<file path="config.mk">
export PLATFORM = sky130hd
export DESIGN_NAME = mult_seq
export DESIGN_NICKNAME = d
export VERILOG_FILES = /design/src/rtl/mult_seq.sv
export SDC_FILE = /design/constraint.sdc
export NUM_CORES = 1
export LEC_CHECK = 0
export ABC_AREA = 1
export CORE_AREA = 2 2 128 130
export CTS_CLUSTER_SIZE = 24
export DETAILED_ROUTE_END_ITERATION = 8
export DIE_AREA = 0 0 130 132
export DONT_BUFFER_PORTS = 1
export SYNTH_ARGS = -nofsm -noshare
export SYNTH_HDL_FRONTEND = slang
export SYNTH_SLANG_ARGS = --single-unit
</file>
<file path="constraint.sdc">
create_clock -name clk -period 2.5 [get_ports clk]
set_clock_uncertainty 0.05 [all_clocks]
set_input_delay 0.25 -clock clk [delete_from_list [all_inputs] [get_ports clk]]
set_output_delay 0.25 -clock clk [all_outputs]
set_load 0.02 [all_outputs]
</file>
<file path="src/rtl/mult_seq.sv">
// Sequencer for a 2x2-tile int8 matrix multiply (N = 2..5), feeding an external tile datapath.
// Latency: ceil(N/2)^2 * (4+MULT_LAT) cycles from start accept to done; a/b memory reads return one cycle later.
// Backpressure: none; start is ignored while busy and abort returns to IDLE on the next cycle.
module mult_seq #(
    parameter int unsigned MULT_LAT = 2
) (
    input  logic        clk,
    input  logic        rst,
    input  logic        start,
    input  logic        abort,
    input  logic [2:0]  size,
    output logic        busy,
    output logic        done,
    output logic        err,
    output logic        ovf_flag,
    output logic [2:0]  a_addr,
    output logic [2:0]  b_addr,
    output logic        rd_en,
    input  logic [39:0] a_data,
    input  logic [39:0] b_data,
    output logic [79:0] lin,
    output logic [79:0] col,
    output logic        dp_clr,
    input  logic [31:0] n_out,
    input  logic        ovf,
    output logic        wr_en,
    output logic [3:0]  wr_tile,
    output logic [31:0] wr_data
);

    typedef enum logic [2:0] {
        S_IDLE, S_FETCH_A, S_FETCH_B, S_LOAD, S_WAIT, S_WRITE, S_DONE
    } state_t;

    state_t      r_state;
    state_t      w_next;
    logic [2:0]  r_size;
    logic [1:0]  r_rp;
    logic [1:0]  r_cp;
    logic [2:0]  r_wcnt;
    logic [79:0] r_lin;
    logic [79:0] r_col;
    logic        r_ovf_flag;

    logic        w_size_ok;
    logic [1:0]  w_last;
    logic        w_row_last;
    logic        w_tile_last;
    logic        w_wait_end;
    logic [2:0]  w_odd_a;
    logic [2:0]  w_odd_b;

    // Keep only bytes 0..n-1 (byte 0 in the top bits); a row/column beyond N becomes all zero.
    function automatic logic [39:0] mask_vec(input logic [39:0] d, input logic keep,
                                             input logic [2:0] n);
        logic [39:0] m;
        m = '0;
        for (int k = 0; k < 5; k++) begin
            if (keep && (3'(k) < n)) m[39-8*k -: 8] = d[39-8*k -: 8];
        end
        return m;
    endfunction

    assign w_size_ok   = (size >= 3'd2) && (size <= 3'd5);
    assign w_last      = 2'((r_size - 3'd1) >> 1);
    assign w_row_last  = (r_cp == w_last);
    assign w_tile_last = w_row_last && (r_rp == w_last);
    assign w_wait_end  = (r_wcnt == 3'(MULT_LAT - 1));
    assign w_odd_a     = {r_rp, 1'b1};
    assign w_odd_b     = {r_cp, 1'b1};

    assign busy     = (r_state != S_IDLE);
    assign ovf_flag = r_ovf_flag;
    assign lin      = r_lin;
    assign col      = r_col;

    always_ff @(posedge clk or negedge rst) begin
        if (!rst) r_state <= S_IDLE;
        else      r_state <= w_next;
    end

    always_comb begin
        w_next = r_state;
        case (r_state)
            S_IDLE:    if (start && w_size_ok) w_next = S_FETCH_A;
            S_FETCH_A: w_next = S_FETCH_B;
            S_FETCH_B: w_next = S_LOAD;
            S_LOAD:    w_next = S_WAIT;
            S_WAIT:    if (w_wait_end) w_next = S_WRITE;
            S_WRITE:   w_next = w_tile_last ? S_DONE : S_FETCH_A;
            S_DONE:    w_next = S_IDLE;
            default:   w_next = S_IDLE;
        endcase
        if (abort && (r_state != S_IDLE)) w_next = S_IDLE;
    end

    always_comb begin
        a_addr  = '0;
        b_addr  = '0;
        rd_en   = 1'b0;
        dp_clr  = 1'b0;
        wr_en   = 1'b0;
        wr_tile = '0;
        wr_data = '0;
        done    = 1'b0;
        err     = 1'b0;
        case (r_state)
            S_IDLE:    err = start && !w_size_ok;
            S_FETCH_A: begin
                a_addr = {r_rp, 1'b0};
                b_addr = {r_cp, 1'b0};
                rd_en  = 1'b1;
                dp_clr = 1'b1;
            end
            S_FETCH_B: begin
                a_addr = w_odd_a;
                b_addr = w_odd_b;
                rd_en  = 1'b1;
            end
            S_WRITE: begin
                wr_en   = 1'b1;
                wr_tile = {2'b00, r_rp} * 4'd3 + {2'b00, r_cp};
                wr_data = n_out;
            end
            S_DONE:    done = 1'b1;
            default: ;
        endcase
    end

    always_ff @(posedge clk or negedge rst) begin
        if (!rst) begin
            r_size     <= '0;
            r_rp       <= '0;
            r_cp       <= '0;
            r_wcnt     <= '0;
            r_lin      <= '0;
            r_col      <= '0;
            r_ovf_flag <= 1'b0;
        end else begin
            case (r_state)
                S_IDLE: begin
                    if (start && w_size_ok) begin
                        r_size     <= size;
                        r_rp       <= '0;
                        r_cp       <= '0;
                        r_ovf_flag <= 1'b0;
                    end
                end
                S_FETCH_B: begin
                    r_lin[79:40] <= mask_vec(a_data, 1'b1, r_size);
                    r_col[79:40] <= mask_vec(b_data, 1'b1, r_size);
                end
                S_LOAD: begin
                    r_lin[39:0] <= mask_vec(a_data, w_odd_a < r_size, r_size);
                    r_col[39:0] <= mask_vec(b_data, w_odd_b < r_size, r_size);
                    r_wcnt      <= '0;
                end
                S_WAIT:  r_wcnt <= r_wcnt + 3'd1;
                S_WRITE: begin
                    r_ovf_flag <= r_ovf_flag | ovf;
                    if (w_row_last) begin
                        r_cp <= '0;
                        r_rp <= r_rp + 2'd1;
                    end else begin
                        r_cp <= r_cp + 2'd1;
                    end
                end
                default: ;
            endcase
        end
    end

endmodule

</file>
==> key figures <==
Detailed routing
  – Routed Antenna Nets: 0
  – DR iter-0 viols: 518
  – Post-Route WL: 22110 um
  – Drc violations: 0
  – Pre-Repair DR Iteration Count: 5
  – Via count: 6350
  – Drt via density: 5.400
  – Wire length per cell: 18.80 um

Synth
  – Top area cells in the synthesized netlist: dfrtp_1, nand2_1, nand3_1, o31ai_1, inv_1
  – Warnings, synthesis: 0
  – Top cell type's share of synthesized area: 0.5667
  – Flops & latches, synth: 174
  – Simple-gate share of the synthesized area: 0.2501
  – Avg Cell Area, Syn: 8.781 sq um
  – Part of the Yosys area used for sequential elements: 0.5667
  – Post-synth top area cell: dfrtp_1
  – Main combinational cell family by area after synthesis: simple AND/OR/NAND/NOR gates
  – Synth Area in Adders: 0.01987
  – Cell count after synthesis: 875
  – XOR/XNOR Fraction of Synth Area: 0.004560
  – Compound-gate portion of the synthesized area: 0.08745
  – Post-Syn Area: 7684 sq um
  – Post-synthesis mux area share: 0
  – Syn Nets: 1006
  – Netlist cell types: 35

Final layout
  – Final nets: 1079
  – # fillers: 1370
  – Area growth syn-to-layout: 20.73%
  – Final Util: 0.5904
  – ANT cells: 0
  – Most frequent cells in the layout: nand2_1, dfrtp_1, dlygate4sd3_1
  – Commonest non-fill, non-tap cell in the layout: nand2_1
  – Fraction of layout cells with a size suffix above 1: 0.08542

Placed design
  – Routability Congestion: 0.8422
  – DP HPWL: 15260 um
  – PortBufs: 0
  – Pre-CTS WS: 0.2713 ns

Clock network
  – Clock root buffer: clkbuf_16
  – CTS Buf Count: 17
  – Deepest clock path buffer count: 2
  – Htree depth: 4
  – Cts hold-fix bufs: 83
  – Clock transition at path regs: 0.07 ns
  – CTS sink count: 174
  – Clk Latency, worst-skew pair: 0.42 ns
  – CTS tree: yes

STA
  – RSZ-0062 raised after global routing: true
  – Hold Slack: -0.5324 ns
  – Slew Limit Headroom: 0.6145
  – Final Cycle Share: 1.025
  – Fmax: 390.3 MHz
  – Worst-margin pin slew: 0.5774 ns
  – Period minus WS final: 2.562 ns
  – Final Hold Fails: 174
  – Setup Viol. Count Final: 1
  – Fin. max-slew vios: 0
  – Final WS setup: -0.06218 ns

Power and ir drop
  – Power Internal: 6.653 mW
  – Pwr dens: 1384 nW/um^2
  – Flop pwr share: 0.488
  – Combinational share of power: 0.313
  – Leak Pwr: 4.688 nW
  – Clock power frac: 0.200
  – Peak supply drop: 0.6371 mV
  – P_sw: 6.187 mW
  – Switching fraction of total power: 0.4819

Critical path
  – Number of buffers and inverters on the critical path: 2
  – CP arrival: 2.26 ns
  – CP Max Fanout: 2
  – Critical path's most frequent cell: fa_1
  – CP Class: register to primary output
  – Startpoint types: register
  – Critical-path top delay cell: fa_1
  – Crit-path max cell delay: 0.49 ns
  – Crit. End Element: primary output
  – Critical-path cell list: fa_1 > ha_2 > fa_1 > inv_1 > nor2_1 > buf_4
  – CP Data Required Time: 2.20 ns
  – Delay-heaviest family, CP: adder cells

Global routing
  – Overall routing resource usage: 0.2595
  – Initial antenna violation count: 0
  – First-pass GRT wire length: 34820 um
  – Vias in the first global route: 6480
  – Grt ovf: 0
  – Largest net degree at the start of global routing: 175

Run status
  – Status: complete, but fails checks
  – Failing checks: hold timing, setup timing

Flow run
  – Max-cap viol count: 0

Die
  – Total core area: 15710 sq um
  – Die H: 132 um
  – Die W: 130 um
  – # IOs: 329
  – Die area: 17160 sq um
  – Site Rows: 46
  – Initial Util: 0.4890

Min path
  – Hold WC Path Type: input pin to asynchronous set/reset pin
-- cells in the mapped netlist --
library cell / instances
inv_4: 1
buf_4: 4
inv_1: 67
nand2_4: 2
clkbuf_1: 9
o22ai_1: 2
nor2_2: 1
nand4_1: 2
o21ai_0: 36
o21a_1: 1
o31ai_1: 35
ha_1: 9
nand3_2: 2
o21ai_1: 25
o21ai_2: 1
inv_2: 7
fa_1: 2
buf_2: 28
nor3_1: 1
nand2_1: 315
nor2_1: 47
dfrtp_1: 174
xor2_1: 2
buf_6: 4
a21oi_1: 3
a22o_1: 1
a21oi_2: 4
nand3_4: 1
nor3_4: 1
a21oi_4: 1
xnor2_1: 2
nor2_4: 6
nand3_1: 74
buf_8: 1
nand2_2: 4
-- worst paths after layout --
kind	slack [ns]	startpoint	cells after the start	to
max in group asynchronous	2.63	rst	0	r_cp[1]$_DFFE_PN0P_
min reg2reg	0.47	r_wcnt[0]$_DFFE_PN0P_	1	r_wcnt[0]$_DFFE_PN0P_
min in group clk	0.02	start	4	r_state[0]$_DFFE_PN0P_
max reg2reg	0.56	r_size[2]$_DFFE_PN0P_	7	col[7]$_DFFE_PN0P_
min	-0.53	rst	0	col[55]$_DFFE_PN0P_
max	-0.06	r_rp[0]$_DFFE_PN0P_	6	wr_tile[2]
-- worst register-to-register path, stage by stage, from the launching register on --
cell and delay [ns]:
dfrtp_1 0.40, inv_4 0.20, ha_1 0.29, a21oi_2 0.19
inv_2 0.16, nor3_4 0.37, nand3_1 0.13, nand2_1 0.09
-- sequential cells by signal, summed over array words and instances, names as in the netlist --
signal,cells
col,80
r_size,3
lin,80
ovf_flag,1
r_wcnt,3
r_rp,2
r_cp,2
r_state,3
-- power groups by stage --
| stage | sequential [mW] | combinational (mW) | clock [mW] |
|---|---|---|---|
| after CTS | 6.27 | 4.02 | 2.61 |
| after detailed placement | 6.30 | 3.87 | 0 |
| after global routing | 6.41 | 4.56 | 2.73 |
| final | 6.26 | 4.01 | 2.57 |
| after global placement | 6.29 | 3.71 | 0 |
| after floorplan | 5.91 | 3.08 | 0 |
-- layer usage --
layer  wire, um  track usage  vias up  part of all wire
met4        521      0.09140        0             0.024
met1       8604       0.3134     3095              0.39
li1           -            -     2932                 -
met3       2082      0.09862       39             0.094
met5          0            0        -                 0
met2      10900       0.4238      284              0.49
-- cells by family after synthesis --
logic type	count (synthesis)
simple gates	456
flops	174
buf+inv	121
compound gates	109
fa+ha+maj	11
xor+xnor	4
-- what timing repair did --
item,4_1_cts,5_1_grt
setup buffers,2,0
gates resized for setup,3,0
hold endpoints to repair,338,174
setup endpoints to repair,1,13
pin swaps,3,1
-- stage by stage --
stage	instances	area [sq um]	power, mW	setup TNS [ns]	hold WS, ns
2_1_floorplan	875	7684	8.991	0	-0.09559
3_3_place_gp	1060	7853	9.997	0	-0.09203
3_5_place_dp	1060	7853	10.17	0	-0.09166
4_1_cts	1176	9276	12.90	-0.1009	-0.5519
5_1_grt	1176	9276	13.69	-0.2988	-0.5628
6_report	1176	9276	12.84	-0.06218	-0.5324
-- cell type report --
class                   count  area (sq um)  area share
multi-input cells         580          2796      0.3015
inverters                  75         284.0     0.03062
clock buffers              19         442.9     0.04775
flip-flops and latches    174          4357      0.4697
well taps                 216         270.3     0.02913
repair buffers            100         996.0      0.1074
clock inverters            12         130.1     0.01403
Note: power is estimated with default switching activity, not from simulation.
==> RTL edit 1, RTL diff (same flow settings) <==
Re-encode `state_t` (7 states) as one-hot, 7 bits wide.
--- a/src/rtl/mult_seq.sv
+++ b/src/rtl/mult_seq.sv
@@ -29,6 +29,6 @@
 );
 
-    typedef enum logic [2:0] {
-        S_IDLE, S_FETCH_A, S_FETCH_B, S_LOAD, S_WAIT, S_WRITE, S_DONE
+    typedef enum logic [6:0] {
+        S_IDLE = 7'b0000001, S_FETCH_A = 7'b0000010, S_FETCH_B = 7'b0000100, S_LOAD = 7'b0001000, S_WAIT = 7'b0010000, S_WRITE = 7'b0100000, S_DONE = 7'b1000000
     } state_t;
 
Check against the original RTL: same outputs for any inputs over 4 cycles, from zero or initial values and one cycle with rst low; so few cycles prove little.
==> RTL edit 1 against the original RTL <==
- the flow still finishes with violations (hold timing, setup timing)
- critical path depth stayed put
- worst setup slack got worse by 0.0030 ns
- core utilization shrank 1.2 points
- synthesized area is 2.2% lower
- sequential cell count increased by 4
- routed wire length is 6.4% lower
- total power down 7.8%
- cell area is 2.1% lower
- critical path type unchanged
- critical endpoint unchanged
- largest power group unchanged
==> RTL edit 1: results (changes against the original RTL) <==
result of the run finished, violations left; failing checks hold timing, setup timing; Worst Setup SP r_rp[0]; Iter 0 DRT Violations 346 (-33%); number of global-route vias before repair 6,269 (-3.3%); top area cells in the synthesized netlist dfrtp_1, nand2_1, o21ai_1; Port Buf Inserts 0 (unchanged); final setup fails 1 (unchanged); CTS Buf Count 17 (unchanged); FF-to-FF End lin[79]; first-pass GRT wire length 32.5 mm (-6.7%); post-route setup slack -0.0651 ns (-0.00296 ns); R2R cell count 7 (unchanged); Final Hold Viols 178 (+2.3%); r2r setup slk 0.61 ns (+0.05 ns); RR Startpoint r_state[1]; nets 1,048 (-2.9%); initial antenna violation count 1 (+1); fin. max-slew vios 0 (unchanged); Fill cells 1,386 (+1.2%); largest net degree at the start of global routing 179 (+2.3%); gr usage total 24.2% (-1.7 points); WL/cell 18.0 um (-4.0%); via count 6,061 (-4.6%); H-tree depth 4 (unchanged); Placer Congestion 0.783 (-7.1%); Rel. slew slack 51.2% (-10 points); DP Wirelength 14.4 mm (-5.4%); Synth cell types 29 (-17%); static leakage 0.00453 uW (-3.4%); EDFF count, synth 0 (unchanged); top cells by count, synth nand2_1, dfrtp_1, o21ai_1; hold slack -0.532 ns (+0.000896 ns); VDD IR max 0.000511 V (-20%); Seq/Total Area, Yosys 59.3% (+2.7 points); Net Count, Synth 976 (-3.0%); layout cells sized above 1 8.07% (-0.47 points)
[RTL edit 1: changes by cell type after synthesis, sizes merged, moves of 2 or more]
cell	delta
a21oi	-3
buf	-8
clkbuf	+6
dfrtp	+3
inv	-7
nand2	-44
nand3	-56
nand4	-2
nor2	+12
o21ai	+104
o31ai	-35
[RTL edit 1: cells by family (layout without fill, tap and decap cells)]
family,Yosys count,in the layout,share of synthesized area (%)
XOR/XNOR,3,3,0.350
other,0,1,0
flip-flops,178,178,59.3
buffers and inverters,112,196,6.63
AO/OA/AOI/OAI,175,175,11.8
AND/OR/NAND/NOR,366,366,19.9
adder cells (fa/ha/maj),11,11,2.03
[RTL edit 1: how the worst max path moves through the flow]
| stage | slack (ns) | cells after the start | to |
|---|---|---|---|
| finish | -0.07 | 6 | wr_tile[2] |
| global route | -0.15 | 6 | wr_tile[2] |
| CTS | -0.10 | 6 | wr_tile[2] |
| detailed placement | 0.25 | 6 | wr_tile[2] |
| global placement | 0.25 | 6 | wr_tile[2] |
| floorplan | 0.27 | 5 | wr_tile[2] |
[RTL edit 1: layout make-up]
cell class	instances	area [sq um]	area share, %
sequential	178	4460	49.1
multi-input combinational	555	2560	28.2
timing repair buffer	97	961	10.6
clock buffer	21	470	5.18
tap	216	270	2.97
inverter	68	260	2.86
clock inverter	10	100	1.10
antenna	1	2.50	0.0275
[RTL edit 1: timing repair]
item / 4_1_cts / 5_1_grt
endpoints found under the setup margin: 1 / 1
setup buffers: 2 / 0
cloned: 0 / 0
endpoints found under the hold margin: 340 / 178
pin swaps: 3 / 1
gates resized for setup: 3 / 0
[RTL edit 1: where the power goes]
part	switching [uW]	total, uW	internal (uW)
logic	1550	2500	959
registers	2630	6780	4150
clock network	1100	2560	1460
total	5270	11800	6570
[RTL edit 1: per-layer routing]
layer / track usage (%) / wire (um) / vias to the layer above
met5: 0 / 0 / -
met4: 8.36 / 438 / 0
met3: 6.17 / 1490 / 29
met2: 44.9 / 11200 / 289
met1: 26.4 / 7610 / 2912
li1: - / - / 2831
[RTL edit 1: critical path, stage by stage, from the launching register on]
cell and delay [ns]:
dfrtp_2 0.42, fa_1 0.48, ha_2 0.19, fa_1 0.48, inv_1 0.04, nor2_1 0.08
buf_4 0.15
[RTL edit 1: through the flow]
stage	cell area [sq um]	cells	TNS, ns	setup WS [ns]
final	9080	1146	-0.0651	-0.0651
after global routing	9080	1145	-0.154	-0.154
after CTS	9080	1145	-0.103	-0.103
after detailed placement	7660	1029	0	0.246
after global placement	7660	1029	0	0.252
after floorplan	7510	845	0	0.273
==> RTL edit 2, RTL diff (same settings) <==
Without the edit above. Add an input register stage for `a_data`; this delays it by one clock. The other inputs are not delayed to match.
--- a/src/rtl/mult_seq.sv
+++ b/src/rtl/mult_seq.sv
@@ -32,4 +32,10 @@
         S_IDLE, S_FETCH_A, S_FETCH_B, S_LOAD, S_WAIT, S_WRITE, S_DONE
     } state_t;
+
+    logic [39:0] a_data_q;
+
+    always_ff @(posedge clk) begin
+        a_data_q <= a_data;
+    end
 
     state_t      r_state;
@@ -148,9 +154,9 @@
                 end
                 S_FETCH_B: begin
-                    r_lin[79:40] <= mask_vec(a_data, 1'b1, r_size);
+                    r_lin[79:40] <= mask_vec(a_data_q, 1'b1, r_size);
                     r_col[79:40] <= mask_vec(b_data, 1'b1, r_size);
                 end
                 S_LOAD: begin
-                    r_lin[39:0] <= mask_vec(a_data, w_odd_a < r_size, r_size);
+                    r_lin[39:0] <= mask_vec(a_data_q, w_odd_a < r_size, r_size);
                     r_col[39:0] <= mask_vec(b_data, w_odd_b < r_size, r_size);
                     r_wcnt      <= '0;
Formal check against the unedited RTL: not equivalent (a bounded check fails within 4 cycles, from zero or initial values and one cycle with rst low).
==> RTL edit 2 against the original RTL <==
- the flow still finishes with violations (hold timing, setup timing)
- sequential power rose by 5.9%
- sequential cell count rose by 40
- die area did not move
- worst hold slack got worse by 0.073 ns
- routed wire length rose by 1.3%
- non-clock buffer count rose by 40
- combinational power fell by 16%
- cell area rose by 11%
- total power rose by 3.9%
- worst setup slack got worse by 0.11 ns
- synthesized area rose by 6.7%
- register-to-register slack got worse by 0.08 ns
- critical path type unchanged
- critical endpoint unchanged
==> RTL edit 2: results (changes against the original RTL) <==
Iter 0 DRT Violations 433 (-16%); H-tree depth 1 (-3); layout cells sized above 1 13.8% (+5.3 points); Syn Area/Cell 9.52 sq um (+8.4%); # DRC 0 (unchanged); WL/cell 18.4 um (-1.9%); Synth cell types 33 (-5.7%); number of global-route vias before repair 6,360 (-1.9%); static leakage 0.00509 uW (+8.7%); post-route setup slack -0.177 ns (-0.114 ns); r2r setup slk 0.48 ns (-0.08 ns); first-pass GRT wire length 34.3 mm (-1.6%); top cells by count, synth nand2_1, dfrtp_1, o21ai_0; Worst Setup SP r_rp[1]; nets 1,111 (+3.0%); failing checks hold timing, setup timing; CTS max path bufs 3 (+1); # Post-CTS Setup Buffers 1 (-1); Placed Area 8670 sq um (+10%); VDD IR max 0.000733 V (+15%); result of the run finished, violations left; gr usage total 25.4% (-0.57 points); RR Startpoint r_rp[1]; R2R cell count 6 (-1); Final Hold Viols 174 (unchanged); crit path DAT 2.38 ns (+0.12 ns); Seq/Total Area, Yosys 62.9% (+6.2 points); CTS Buf Count 23 (+6); initial antenna violation count 1 (+1); Net Count, Synth 991 (-1.5%); Port Buf Inserts 0 (unchanged); via count 6,395 (+0.71%); Placer Congestion 0.915 (+8.6%); insertion delay of the later-clocked pin in the worst-skew pair 0.50 ns (+0.08 ns); top area cells in the synthesized netlist dfrtp_1, nand2_1, dfxtp_1; hold slack -0.606 ns (-0.0731 ns); DP Wirelength 15.2 mm (-0.63%); final setup fails 2 (+1)
[RTL edit 2: cell types whose count changed after synthesis, moves of 5 or more]
| cell | unedited run | this run |
|---|---|---|
| nand2_1 | 315 | 283 |
| o21ai_0 | 36 | 116 |
| dfxtp_1 | 0 | 40 |
| o31ai_1 | 35 | 0 |
| nand3_1 | 74 | 23 |
| inv_1 | 67 | 57 |
| buf_2 | 28 | 22 |
| nor2_4 | 6 | 1 |
| o21ai_1 | 25 | 4 |
| nor2_1 | 47 | 52 |
| o21ai_2 | 1 | 30 |
[RTL edit 2: layout make-up]
type                    count  area, sq um
diodes                      1         2.50
multi-input cells         541         2570
inverters                  61          229
fillers                  1252         5400
flip-flops and latches    214         5160
clock inverters             9         77.6
clock buffers              33          684
well taps                 216          270
repair buffers            140         1310
[RTL edit 2: metrics by stage]
| stage | TNS (ns) | power (uW) |
|---|---|---|
| 6_report | -0.220 | 13300 |
| 5_1_grt | -0.336 | 14200 |
| 4_1_cts | -0.224 | 13400 |
| 3_5_place_dp | 0 | 9910 |
| 3_3_place_gp | 0 | 9780 |
| 2_1_floorplan | 0 | 8830 |
[RTL edit 2: per-layer routing]
| metal | wire (um) | global-route usage, % |
|---|---|---|
| met1 | 8410 | 29.5 |
| met3 | 2080 | 7.26 |
| met4 | 663 | 8.84 |
| met2 | 11200 | 44.5 |
| met5 | 0 | 0 |
[RTL edit 2: cell families after synthesis]
group | count (synthesis) | synth area share [%]
fa+ha+maj | 10 | 1.71
buf+inv | 106 | 5.94
flops | 214 | 62.9
simple gates | 367 | 17.7
xor+xnor | 3 | 0.321
compound gates | 161 | 11.4
[RTL edit 2: report_power, final]
part | total, uW | internal (uW) | switching (uW)
clock network | 3340 | 2010 | 1330
logic | 3380 | 1130 | 2250
registers | 6630 | 4530 | 2100
